===== src/rtl/scalar_writeback_arbiter_if.sv =====
// Writeback bus: ALU and load result inputs, register-file write port and
// hazard/status outputs of the scalar writeback arbiter.
interface scalar_writeback_arbiter_if #(
  parameter int BIT_NUMBER      = 32,
  parameter int ADDR_NUMBER     = 5,
  parameter int REGISTER_NUMBER = 16,
  parameter int MEM_FIFO_DEPTH  = 4
);
  logic                                wb_stall;
  logic                                alu_valid;
  logic                                alu_ready;
  logic [ADDR_NUMBER-1:0]              alu_dest;
  logic [BIT_NUMBER-1:0]               alu_data;
  logic                                mem_valid;
  logic [ADDR_NUMBER-1:0]              mem_dest;
  logic [BIT_NUMBER-1:0]               mem_data;
  logic                                write_enable;
  logic [ADDR_NUMBER-1:0]              dest_addr;
  logic [BIT_NUMBER-1:0]               write_data;
  logic [REGISTER_NUMBER-1:0]          pending_mask;
  logic [$clog2(MEM_FIFO_DEPTH):0]     mem_fifo_count;
  logic                                overflow;
  logic                                addr_error;

  modport master (
    output wb_stall, alu_valid, alu_dest, alu_data, mem_valid, mem_dest, mem_data,
    input  alu_ready, write_enable, dest_addr, write_data, pending_mask,
           mem_fifo_count, overflow, addr_error
  );

  modport slave (
    input  wb_stall, alu_valid, alu_dest, alu_data, mem_valid, mem_dest, mem_data,
    output alu_ready, write_enable, dest_addr, write_data, pending_mask,
           mem_fifo_count, overflow, addr_error
  );
endinterface


===== src/rtl/scalar_writeback_arbiter.sv =====
// Merges ALU results and non-stallable load results (buffered in a small FIFO)
// onto the single scalar register-file write port; publishes load hazards.
module scalar_writeback_arbiter #(
  parameter int BIT_NUMBER      = 32,
  parameter int ADDR_NUMBER     = 5,
  parameter int REGISTER_NUMBER = 16,
  parameter int MEM_FIFO_DEPTH  = 4
) (
  input logic                        clk,
  input logic                        reset,
  scalar_writeback_arbiter_if.slave  bus
);
  localparam int PTR_W = $clog2(MEM_FIFO_DEPTH);
  localparam int CNT_W = PTR_W + 1;
  localparam logic [CNT_W-1:0]       FULL_CNT  = CNT_W'(MEM_FIFO_DEPTH);
  localparam logic [ADDR_NUMBER:0]   REG_LIMIT = (ADDR_NUMBER+1)'(REGISTER_NUMBER);

  logic [ADDR_NUMBER-1:0]     r_fifo_dest [MEM_FIFO_DEPTH];
  logic [BIT_NUMBER-1:0]      r_fifo_data [MEM_FIFO_DEPTH];
  logic [PTR_W-1:0]           r_head;
  logic [PTR_W-1:0]           r_tail;
  logic [CNT_W-1:0]           r_count;
  logic                       r_overflow;
  logic                       r_addr_error;
  logic                       r_we_p1;
  logic [ADDR_NUMBER-1:0]     r_dest_p1;
  logic [BIT_NUMBER-1:0]      r_data_p1;

  logic                       w_commit_ok;
  logic                       w_fifo_empty;
  logic                       w_fifo_full;
  logic                       w_pop;
  logic                       w_bypass;
  logic                       w_alu_ready;
  logic                       w_alu_take;
  logic                       w_push_req;
  logic                       w_push;
  logic                       w_drop;
  logic                       w_sel_vld_p0;
  logic [ADDR_NUMBER-1:0]     w_sel_dest_p0;
  logic [BIT_NUMBER-1:0]      w_sel_data_p0;
  logic                       w_in_range_p0;
  logic [MEM_FIFO_DEPTH-1:0]  w_entry_vld;
  logic [REGISTER_NUMBER-1:0] w_pending;

  assign w_commit_ok  = !reset && !bus.wb_stall;
  assign w_fifo_empty = (r_count == '0);
  assign w_fifo_full  = (r_count == FULL_CNT);

  // Buffered loads always drain before a new load or an ALU result may commit.
  assign w_pop       = w_commit_ok && !w_fifo_empty;
  assign w_bypass    = w_commit_ok && w_fifo_empty && bus.mem_valid;
  assign w_alu_ready = w_commit_ok && w_fifo_empty && !bus.mem_valid;
  assign w_alu_take  = w_alu_ready && bus.alu_valid;

  assign w_push_req = !reset && bus.mem_valid && !w_bypass;
  assign w_push     = w_push_req && (!w_fifo_full || w_pop);
  assign w_drop     = w_push_req && w_fifo_full && !w_pop;

  // ---- stage p0: source selection ----
  always_comb begin
    w_sel_vld_p0  = 1'b0;
    w_sel_dest_p0 = '0;
    w_sel_data_p0 = '0;
    if (w_pop) begin
      w_sel_vld_p0  = 1'b1;
      w_sel_dest_p0 = r_fifo_dest[r_head];
      w_sel_data_p0 = r_fifo_data[r_head];
    end else if (w_bypass) begin
      w_sel_vld_p0  = 1'b1;
      w_sel_dest_p0 = bus.mem_dest;
      w_sel_data_p0 = bus.mem_data;
    end else if (w_alu_take) begin
      w_sel_vld_p0  = 1'b1;
      w_sel_dest_p0 = bus.alu_dest;
      w_sel_data_p0 = bus.alu_data;
    end
  end

  assign w_in_range_p0 = ({1'b0, w_sel_dest_p0} < REG_LIMIT);

  always_ff @(posedge clk) begin
    if (w_push) begin
      r_fifo_dest[r_tail] <= bus.mem_dest;
      r_fifo_data[r_tail] <= bus.mem_data;
    end
  end

  // ---- stage p1: registered write port, FIFO control, sticky flags ----
  always_ff @(posedge clk) begin
    if (reset) begin
      r_head       <= '0;
      r_tail       <= '0;
      r_count      <= '0;
      r_overflow   <= 1'b0;
      r_addr_error <= 1'b0;
      r_we_p1      <= 1'b0;
      r_dest_p1    <= '0;
      r_data_p1    <= '0;
    end else begin
      if (w_pop)  r_head <= r_head + 1'b1;
      if (w_push) r_tail <= r_tail + 1'b1;
      if (w_push && !w_pop)      r_count <= r_count + 1'b1;
      else if (w_pop && !w_push) r_count <= r_count - 1'b1;
      if (w_drop) r_overflow <= 1'b1;
      r_we_p1 <= w_sel_vld_p0 && w_in_range_p0;
      if (w_sel_vld_p0 && w_in_range_p0) begin
        r_dest_p1 <= w_sel_dest_p0;
        r_data_p1 <= w_sel_data_p0;
      end
      if (w_sel_vld_p0 && !w_in_range_p0) r_addr_error <= 1'b1;
    end
  end

  // An entry is live when its distance from the head is below the occupancy.
  always_comb begin
    w_entry_vld = '0;
    for (int i = 0; i < MEM_FIFO_DEPTH; i++) begin
      w_entry_vld[i] = ({1'b0, PTR_W'(i) - r_head} < r_count);
    end
  end

  always_comb begin
    w_pending = '0;
    for (int r = 0; r < REGISTER_NUMBER; r++) begin
      for (int i = 0; i < MEM_FIFO_DEPTH; i++) begin
        if (w_entry_vld[i] && (r_fifo_dest[i] == ADDR_NUMBER'(r))) w_pending[r] = 1'b1;
      end
    end
  end

  assign bus.alu_ready      = w_alu_ready;
  assign bus.write_enable   = r_we_p1;
  assign bus.dest_addr      = r_dest_p1;
  assign bus.write_data     = r_data_p1;
  assign bus.pending_mask   = w_pending;
  assign bus.mem_fifo_count = r_count;
  assign bus.overflow       = r_overflow;
  assign bus.addr_error     = r_addr_error;
endmodule


===== src/flat_wrapper.sv =====
// flat-port wrapper written by rule: the top's interface ports become plain ports
module scalar_writeback_arbiter_flat 
#(
  parameter int BIT_NUMBER      = 32,
  parameter int ADDR_NUMBER     = 5,
  parameter int REGISTER_NUMBER = 16,
  parameter int MEM_FIFO_DEPTH  = 4
)
  (clk, reset, bus_wb_stall, bus_alu_valid, bus_alu_dest, bus_alu_data, bus_mem_valid, bus_mem_dest, bus_mem_data, bus_alu_ready, bus_write_enable, bus_dest_addr, bus_write_data, bus_pending_mask, bus_mem_fifo_count, bus_overflow, bus_addr_error);
  scalar_writeback_arbiter_if #(.BIT_NUMBER(BIT_NUMBER), .ADDR_NUMBER(ADDR_NUMBER), .REGISTER_NUMBER(REGISTER_NUMBER), .MEM_FIFO_DEPTH(MEM_FIFO_DEPTH)) bus_i ();
  input logic clk;
  input logic reset;
  input wire logic [$bits(bus_i.wb_stall)-1:0] bus_wb_stall;
  input wire logic [$bits(bus_i.alu_valid)-1:0] bus_alu_valid;
  input wire logic [$bits(bus_i.alu_dest)-1:0] bus_alu_dest;
  input wire logic [$bits(bus_i.alu_data)-1:0] bus_alu_data;
  input wire logic [$bits(bus_i.mem_valid)-1:0] bus_mem_valid;
  input wire logic [$bits(bus_i.mem_dest)-1:0] bus_mem_dest;
  input wire logic [$bits(bus_i.mem_data)-1:0] bus_mem_data;
  output wire logic [$bits(bus_i.alu_ready)-1:0] bus_alu_ready;
  output wire logic [$bits(bus_i.write_enable)-1:0] bus_write_enable;
  output wire logic [$bits(bus_i.dest_addr)-1:0] bus_dest_addr;
  output wire logic [$bits(bus_i.write_data)-1:0] bus_write_data;
  output wire logic [$bits(bus_i.pending_mask)-1:0] bus_pending_mask;
  output wire logic [$bits(bus_i.mem_fifo_count)-1:0] bus_mem_fifo_count;
  output wire logic [$bits(bus_i.overflow)-1:0] bus_overflow;
  output wire logic [$bits(bus_i.addr_error)-1:0] bus_addr_error;
  assign bus_i.wb_stall = bus_wb_stall;
  assign bus_i.alu_valid = bus_alu_valid;
  assign bus_i.alu_dest = bus_alu_dest;
  assign bus_i.alu_data = bus_alu_data;
  assign bus_i.mem_valid = bus_mem_valid;
  assign bus_i.mem_dest = bus_mem_dest;
  assign bus_i.mem_data = bus_mem_data;
  assign bus_alu_ready = bus_i.alu_ready;
  assign bus_write_enable = bus_i.write_enable;
  assign bus_dest_addr = bus_i.dest_addr;
  assign bus_write_data = bus_i.write_data;
  assign bus_pending_mask = bus_i.pending_mask;
  assign bus_mem_fifo_count = bus_i.mem_fifo_count;
  assign bus_overflow = bus_i.overflow;
  assign bus_addr_error = bus_i.addr_error;
  scalar_writeback_arbiter #(.BIT_NUMBER(BIT_NUMBER), .ADDR_NUMBER(ADDR_NUMBER), .REGISTER_NUMBER(REGISTER_NUMBER), .MEM_FIFO_DEPTH(MEM_FIFO_DEPTH)) u_core (.clk(clk), .reset(reset), .bus(bus_i));
endmodule

===== config.mk =====
export PLATFORM = sky130hd
export DESIGN_NAME = scalar_writeback_arbiter_flat
export DESIGN_NICKNAME = d
export VERILOG_FILES = /design/src/rtl/scalar_writeback_arbiter_if.sv /design/src/rtl/scalar_writeback_arbiter.sv /design/src/flat_wrapper.sv
export SDC_FILE = /design/constraint.sdc
export NUM_CORES = 1
export LEC_CHECK = 0
export CORE_ASPECT_RATIO = 0.75
export CORE_UTILIZATION = 45
export CTS_CLUSTER_SIZE = 8
export DETAILED_ROUTE_END_ITERATION = 8
export GPL_TIMING_DRIVEN = 0
export PLACE_DENSITY_LB_ADDON = 0.3
export SYNTH_ARGS = -nofsm -noshare
export SYNTH_HDL_FRONTEND = slang
export SYNTH_SLANG_ARGS = --single-unit

===== constraint.sdc =====
create_clock -name clk -period 4.4 [get_ports clk]
set_clock_uncertainty 0.1 [all_clocks]
set_input_delay 0.88 -clock clk [delete_from_list [all_inputs] [get_ports clk]]
set_output_delay 0.88 -clock clk [all_outputs]
set_load 0.02 [all_outputs]

==> results of run 1 <==
[per-layer routing]
| metal | vias to the layer above | wire (µm) | track usage |
|---|---|---|---|
| met3 | 36 | 2240 | 0.0676 |
| li1 | 2749 | - | - |
| met2 | 310 | 10500 | 0.354 |
| met1 | 3164 | 10400 | 0.352 |
| met4 | 0 | 463 | 0.0868 |
| met5 | - | 0 | 0 |
[placed cells by master (no fill, tap or decap), types with 3 or more instances in the layout]
cell / n
and3_1: 4
buf_6: 6
bufinv_16: 3
nand3b_1: 39
nand4_1: 9
o41ai_2: 33
a22oi_1: 5
xnor2_1: 4
buf_12: 4
o2bb2ai_1: 4
nor4b_2: 3
buf_1: 4
o41ai_1: 3
dfxtp_1: 49
nand2_1: 16
nor2b_1: 14
a221oi_1: 37
clkdlybuf4s50_1: 138
clkbuf_16: 17
nand3_1: 33
and2_2: 4
a21oi_1: 4
o21ai_0: 3
nor2_1: 53
ha_1: 9
inv_6: 4
and2_1: 5
or3_1: 3
inv_1: 11
edfxtp_1: 148
clkbuf_1: 30
xor2_1: 3
buf_2: 4
mux4_2: 37
clkinv_2: 4
[through the flow]
| stage | setup WS [ns] | area, µm² | setup TNS, ns | cells |
|---|---|---|---|---|
| 3_3_place_gp | 0.0374 | 10600 | 0 | 995 |
| 2_1_floorplan | 1.22 | 8880 | 0 | 604 |
| 5_1_grt | 0.0191 | 11300 | 0 | 1031 |
| 6_report | 0.119 | 11300 | 0 | 1031 |
| 3_5_place_dp | -0.0345 | 10700 | -0.0345 | 999 |
| 4_1_cts | 0.0247 | 11300 | 0 | 1031 |
[power by group]
part / switching [W] / internal, W / total [W]
combinational: 0.00109 / 0.000730 / 0.00182
sequential: 0.0000866 / 0.00216 / 0.00224
clock: 0.000700 / 0.000900 / 0.00160
[cell type report]
| cell class | count | area, µm² |
|---|---|---|
| fillers | 1470 | 8030 |
| flip-flops and latches | 197 | 5430 |
| multi-input cells | 351 | 3230 |
| repair buffers | 142 | 1460 |
| clock buffers | 17 | 425 |
| well taps | 253 | 317 |
| plain buffers | 45 | 220 |
| clock inverters | 15 | 175 |
| inverters | 11 | 41.3 |
[tightest hold or removal path: stages (launching register included)]
cell,delay [ns]
dfxtp_1,0.31
inv_1,0.04
o21ai_0,0.06
[kinds of logic after synthesis]
kind of cell	count (synthesis)	synth area share
flops	197	0.611
compound gates	103	0.124
xor+xnor	7	0.00691
fa+ha+maj	10	0.0149
buf+inv	56	0.0293
simple gates	193	0.118
mux	38	0.0950
[registers in the layout (all words and copies together), names as in the netlist, named ones only]
register / cells
u_core.bus.mem_fifo_count: 3
u_core.bus.overflow: 1
u_core.r_head: 2
u_core.r_fifo_data: 128
u_core.bus.write_enable: 1
u_core.bus.addr_error: 1
u_core.r_tail: 2
u_core.r_fifo_dest: 20
u_core.bus.write_data: 32
u_core.bus.dest_addr: 5
[timing repair]
action                     CTS  global route
hold buffers                 0             0
setup endpoints to repair    3            13
gates resized for setup      2             5
[worst max path at each step]
stage | endpoint | slack, ns | cells after the start
after floorplan | bus_alu_ready | 1.22 | 4
after global placement | bus_alu_ready | 0.04 | 6
after detailed placement | bus_alu_ready | -0.03 | 6
after CTS | bus_pending_mask[15] | 0.02 | 9
after global routing | bus_pending_mask[15] | 0.02 | 9
final | bus_alu_ready | 0.12 | 6
==> reports/results.tsv, run 1 <==
stage	metric	value	unit
clock_network	cts_max_level	4	
timing	max_slew_margin	0.401	
clock_network	clock_sink_count	197	
detailed_routing	drc	0	
die	core_area	19300	µm²
global_routing	grt_pass1_wl	36.3	mm
setup_path	start_kind	input port	
die	die_height	124	µm
yosys	synthCells	604	
hold_path	whs_endpoint	u_core.bus.addr_error	
yosys	synth_area_leader_cell	edfxtp_1	
yosys	synthArstFlopShare	0	
timing	finalCriticalPeriod	4.28	ns
yosys	synth_top_cell_area_share	0.501	
hold_path	holdCritStartpoint	u_core.bus.addr_error	
global_routing	grt_antenna_before_repair	0	
clock_network	post_cts_buffers	0	
timing	setup_viol	0	
yosys	yosysWarnings	0	
power	leakage	3.73	nW
clock_network	cts.clk_slew.worst_paths	0.07	ns
power	power_density	501	nW/µm²
place	place_congestion	0.880	
setup_path	cp_common_cell	clkdlybuf4s50_1	
die	row_count	44	
global_routing	global_route.usage.total	0.244	
detailed_routing	ant_nets	0	
yosys	synth.avg_cell_area	14.7	µm²
setup_path	crit_slowest_cell	clkdlybuf4s50_1	
global_routing	grt_pass1_vias	6417	
yosys	ys_ff_latch	197	
clock_network	root_buffer	clkbuf_16	
status	status	complete, no violations	
place	dp_hpwl	16.5	mm
power	ir_drop	0.000298	V
detailed_routing	via_per_inst	6.07	
setup_path	rr_startpoint	u_core.bus.mem_fifo_count[2]	
cells_and_area	final_layout_size_suffix_gt1_frac	0.166	
detailed_routing	routedWlPerCell	22.9	µm
setup_path	r2r.worst_path.cells	11	
yosys	synth_cell_types	46	
cells_and_area	fin_util	0.585	
die	die_w	164	µm
clock_network	numCtsBuffers	17	
cells_and_area	area.growth.synth_to_final	27.3	%
detailed_routing	drtPass1Iterations	5	
detailed_routing	vias	6259	
die	pin_count	139	
power	total_power	0.00566	W
setup_path	path_cells	clkdlybuf4s50_1 > or2_2 > clkbuf_1 > clkbuf_2 > nor3_1 > clkdlybuf4s50_1	
global_routing	grt_max_degree	25	
yosys	synth_commonest_cells	edfxtp_1 (148), nor2_1 (53), dfxtp_1 (49)	
setup_path	r2r-end	u_core.bus.mem_fifo_count[2]	
timing	max_freq	0.234	GHz
setup_path	critPathRequiredTime	3.42	ns
yosys	synth_nets	693	
clock_network	cts_buffer_depth	2	
cells_and_area	diodes	0	
yosys	yosys_most_used_dff	edfxtp_1	
setup_path	crit_family	buffers and inverters	
die	die_area	20300	µm²
place	port_buffers	138	
global_routing	grt.overflow.total	0	
setup_path	cpPeakStageDelay	0.65	ns
setup_path	cp-end-kind	primary output	
job	drv_cap	0	
hold_path	whs_path_depth	2	
setup_path	cp.arrival	3.30	ns
timing	report.final.slew_viol_count	0	
detailed_routing	wl	23.6	mm
timing	rsz0062_at_grt	false	
yosys	synth_area	8880	µm²
clock_network	cts_tree	built	
yosys	yosys.cell_count.top_type	edfxtp_1	
hold_path	hp-class	reg -> reg	
cells_and_area	layout.nets	854	
yosys	synth_area_leaders	edfxtp_1 (50%), dfxtp_1 (11%), mux4_2 (9.4%)	
yosys	yosysSeqAreaShare	0.611	
die	initial_core_util	0.459	
setup_path	crit_fanout	10	
timing	fin_hold_ws	0.371	ns
setup_path	cp-startpoint	reset	
setup_path	rrSetupSlack	1.21	ns
timing	finalHoldViolations	0	
yosys	synth_edf_count	148	
setup_path	crit_buf_inv	4	
detailed_routing	drtIter0Drc	627	
setup_path	worstSetupPathType	in -> out	
timing	fin_crit_sh	0.973	
clock_network	clk_latency	0.43	ns
timing	worstMarginPinSlew	0.898	ns
No activity file was read; power rests on OpenSTA's default activity.
==> run 2, diff against run 1 <==
Settings changed: SETUP_SLACK_MARGIN set to 0.02.
Clock period 4.4 ns to 3.8 ns, I/O delays scaled along.
==> reports/results.tsv, run 2 (synthesized netlist as in run 1, its figures left out) <==
stage	metric	value	unit	change
detailed_routing	drtIter0Drc	600		-4.3%
die	pin_count	139		unchanged
timing	tns	0	ns	unchanged
place	place_congestion	0.880		unchanged
timing	report.final.slew_viol_count	0		unchanged
power	leakage	4.00	nW	+7.3%
clock_network	cts_buffer_depth	2		unchanged
power	power_density	579	nW/µm²	+16%
timing	worstMarginPinSlew	0.877	ns	-0.0208 ns
power	pwr-share-seq	0.393		-0.003
cells_and_area	fin_util	0.592		+0.00686
clock_network	cts_max_level	4		unchanged
timing	fin_hold_ws	0.371	ns	-0.000266 ns
setup_path	cp.arrival	2.84	ns	-0.46 ns
setup_path	worstSetupPathType	reg -> out		
power	p_clk_frac	0.279		-0.003
detailed_routing	via_per_inst	6.06		-0.26%
cells_and_area	diodes	0		unchanged
global_routing	global_route.usage.total	0.245		+0.000616
power	p_sw	0.00220	W	+17%
die	core_area	19300	µm²	unchanged
setup_path	cp-end-kind	primary output		
setup_path	crit_fanout	6		-4
cells_and_area	final_cell_mix	edfxtp_1 (148), clkdlybuf4s50_1 (123), nor2_1 (52), dfxtp_1 (47), nand3b_1 (39)		
place	dp_hpwl	16.5	mm	unchanged
cells_and_area	final-seq-area	5430	µm²	about the same
die	die_w	164	µm	unchanged
cells_and_area	mostFrequentLayoutCell	edfxtp_1		
power	power_frac_comb	0.328		+0.007
job	drv_cap	0		unchanged
setup_path	crit_family	buffers and inverters		
setup_path	rrSetupSlack	0.61	ns	-0.60 ns
timing	finalHoldViolations	0		unchanged
detailed_routing	vias	6261		+0.032%
detailed_routing	drc	0		unchanged
cells_and_area	multiInputGateArea	3300	µm²	+2.2%
clock_network	root_buffer	clkbuf_16		
hold_path	hp-class	reg -> reg		
timing	max_freq	0.270	GHz	
global_routing	grt_pass1_wl	36.3	mm	+0.15%
timing	max_slew_margin	0.415		+0.0138
detailed_routing	routedWlPerCell	23.0	µm	+0.45%
global_routing	grt_pass1_vias	6434		+0.26%
clock_network	cts.hold.buffers_added	0		unchanged
setup_path	crit_buf_inv	2		-2
detailed_routing	drtPass1Iterations	5		unchanged
global_routing	grt_max_degree	25		unchanged
clock_network	cts.clk_slew.worst_paths	0.07	ns	about the same
cells_and_area	final_layout_size_suffix_gt1_frac	0.182		+0.0160
power	ir_drop	0.000340	V	+14%
die	die_area	20300	µm²	unchanged
setup_path	crit_slowest_cell	clkdlybuf4s50_1		
power	p_int	0.00442	W	+17%
global_routing	grt_antenna_before_repair	0		unchanged
cells_and_area	top_register	u_core.r_fifo_data		
clock_network	clock_sink_count	197		unchanged
clock_network	cts_tree	built		
cells_and_area	largest_reg_flops	128		unchanged
cells_and_area	layout.nets	857		+0.35%
clock_network	clk_latency	0.43	ns	about the same
status	status	complete, no violations		
detailed_routing	ant_nets	0		unchanged
setup_path	cpPeakStageDelay	0.63	ns	-0.02 ns
cells_and_area	fillers	1458		-0.82%
cells_and_area	area.growth.synth_to_final	28.7	%	
die	initial_core_util	0.459		unchanged
timing	rsz0062_at_grt	true		
place	port_buffers	138		unchanged
detailed_routing	wl	23.8	mm	+0.75%
global_routing	grt.overflow.total	0		unchanged
die	row_count	44		unchanged
die	die_height	124	µm	unchanged
power	switching_share	0.332		+0.000951
setup_path	start_kind	register		
timing	finalCriticalPeriod	3.70	ns	
setup_path	critPathRequiredTime	2.94	ns	-0.48 ns
setup_path	path_cells	inv_1 > ha_1 > a21boi_0 > o21a_2 > nor4_4 > a22oi_1 > nand3_1 > clkdlybuf4s50_1		
timing	fin_crit_sh	0.974		
clock_network	numCtsBuffers	17		unchanged
timing	setup_viol	0		unchanged
==> run 2: final timing paths <==
check,start,to,cells after the start
worst max register to register,u_core.bus.mem_fifo_count[2],u_core.bus.mem_fifo_count[2],11
worst max-delay path,u_core.bus.mem_fifo_count[1],bus_pending_mask[1],8
worst min register to register,u_core.bus.addr_error,u_core.bus.addr_error,2
worst min-delay path,u_core.bus.addr_error,u_core.bus.addr_error,2
==> run 2: final cells by class <==
| class | instances | area share |
|---|---|---|
| Sequential cell | 197 | 0.475 |
| Multi-Input combinational cell | 351 | 0.289 |
| Timing Repair Buffer | 147 | 0.133 |
| Clock buffer | 17 | 0.0372 |
| Tap cell | 253 | 0.0277 |
| Buffer | 43 | 0.0192 |
| Clock inverter | 15 | 0.0153 |
| Inverter | 11 | 0.00361 |
==> run 2: layer usage <==
metal	vias up	GRT usage	share of wire
met5	-	0	0
met4	0	0.0891	0.022
met3	40	0.0693	0.085
met2	309	0.354	0.44
met1	3156	0.352	0.46
li1	2756	-	-
==> run 2: worst register-to-register path: stages, from the launching register on <==
cell and delay (ns):
dfxtp_1 0.31, buf_2 0.16, or3_1 0.39, clkbuf_1 0.18, nand2_1 0.10, clkbuf_1 0.54
ha_1 0.31, inv_1 0.06, fa_1 0.37, xor2_1 0.16, or3_1 0.31, a21oi_1 0.13
==> run 2: power groups by stage <==
stage | clock network, W | registers [W] | logic (W)
global route | 0.00195 | 0.00262 | 0.00235
global placement | 0 | 0.00264 | 0.00201
floorplan | 0 | 0.00270 | 0.00125
detailed placement | 0 | 0.00264 | 0.00209
finish | 0.00185 | 0.00260 | 0.00218
CTS | 0.00186 | 0.00260 | 0.00214
==> run 2: what timing repair did <==
| item | CTS | global route |
|---|---|---|
| pin swaps | 1 | 3 |
| setup buffers | 1 | 4 |
| gates resized for setup | 23 | 17 |
| endpoints found under the setup margin | 17 | 13 |
==> run 2: stage by stage <==
stage | power [W] | std cells | area [µm²] | setup slack (ns)
floorplan | 0.00395 | 604 | 8880 | 0.830
finish | 0.00662 | 1034 | 11400 | 0.0997
global placement | 0.00464 | 995 | 10600 | -0.354
global route | 0.00692 | 1034 | 11400 | -0.0375
detailed placement | 0.00473 | 999 | 10700 | -0.395
CTS | 0.00660 | 1030 | 11300 | -0.0268
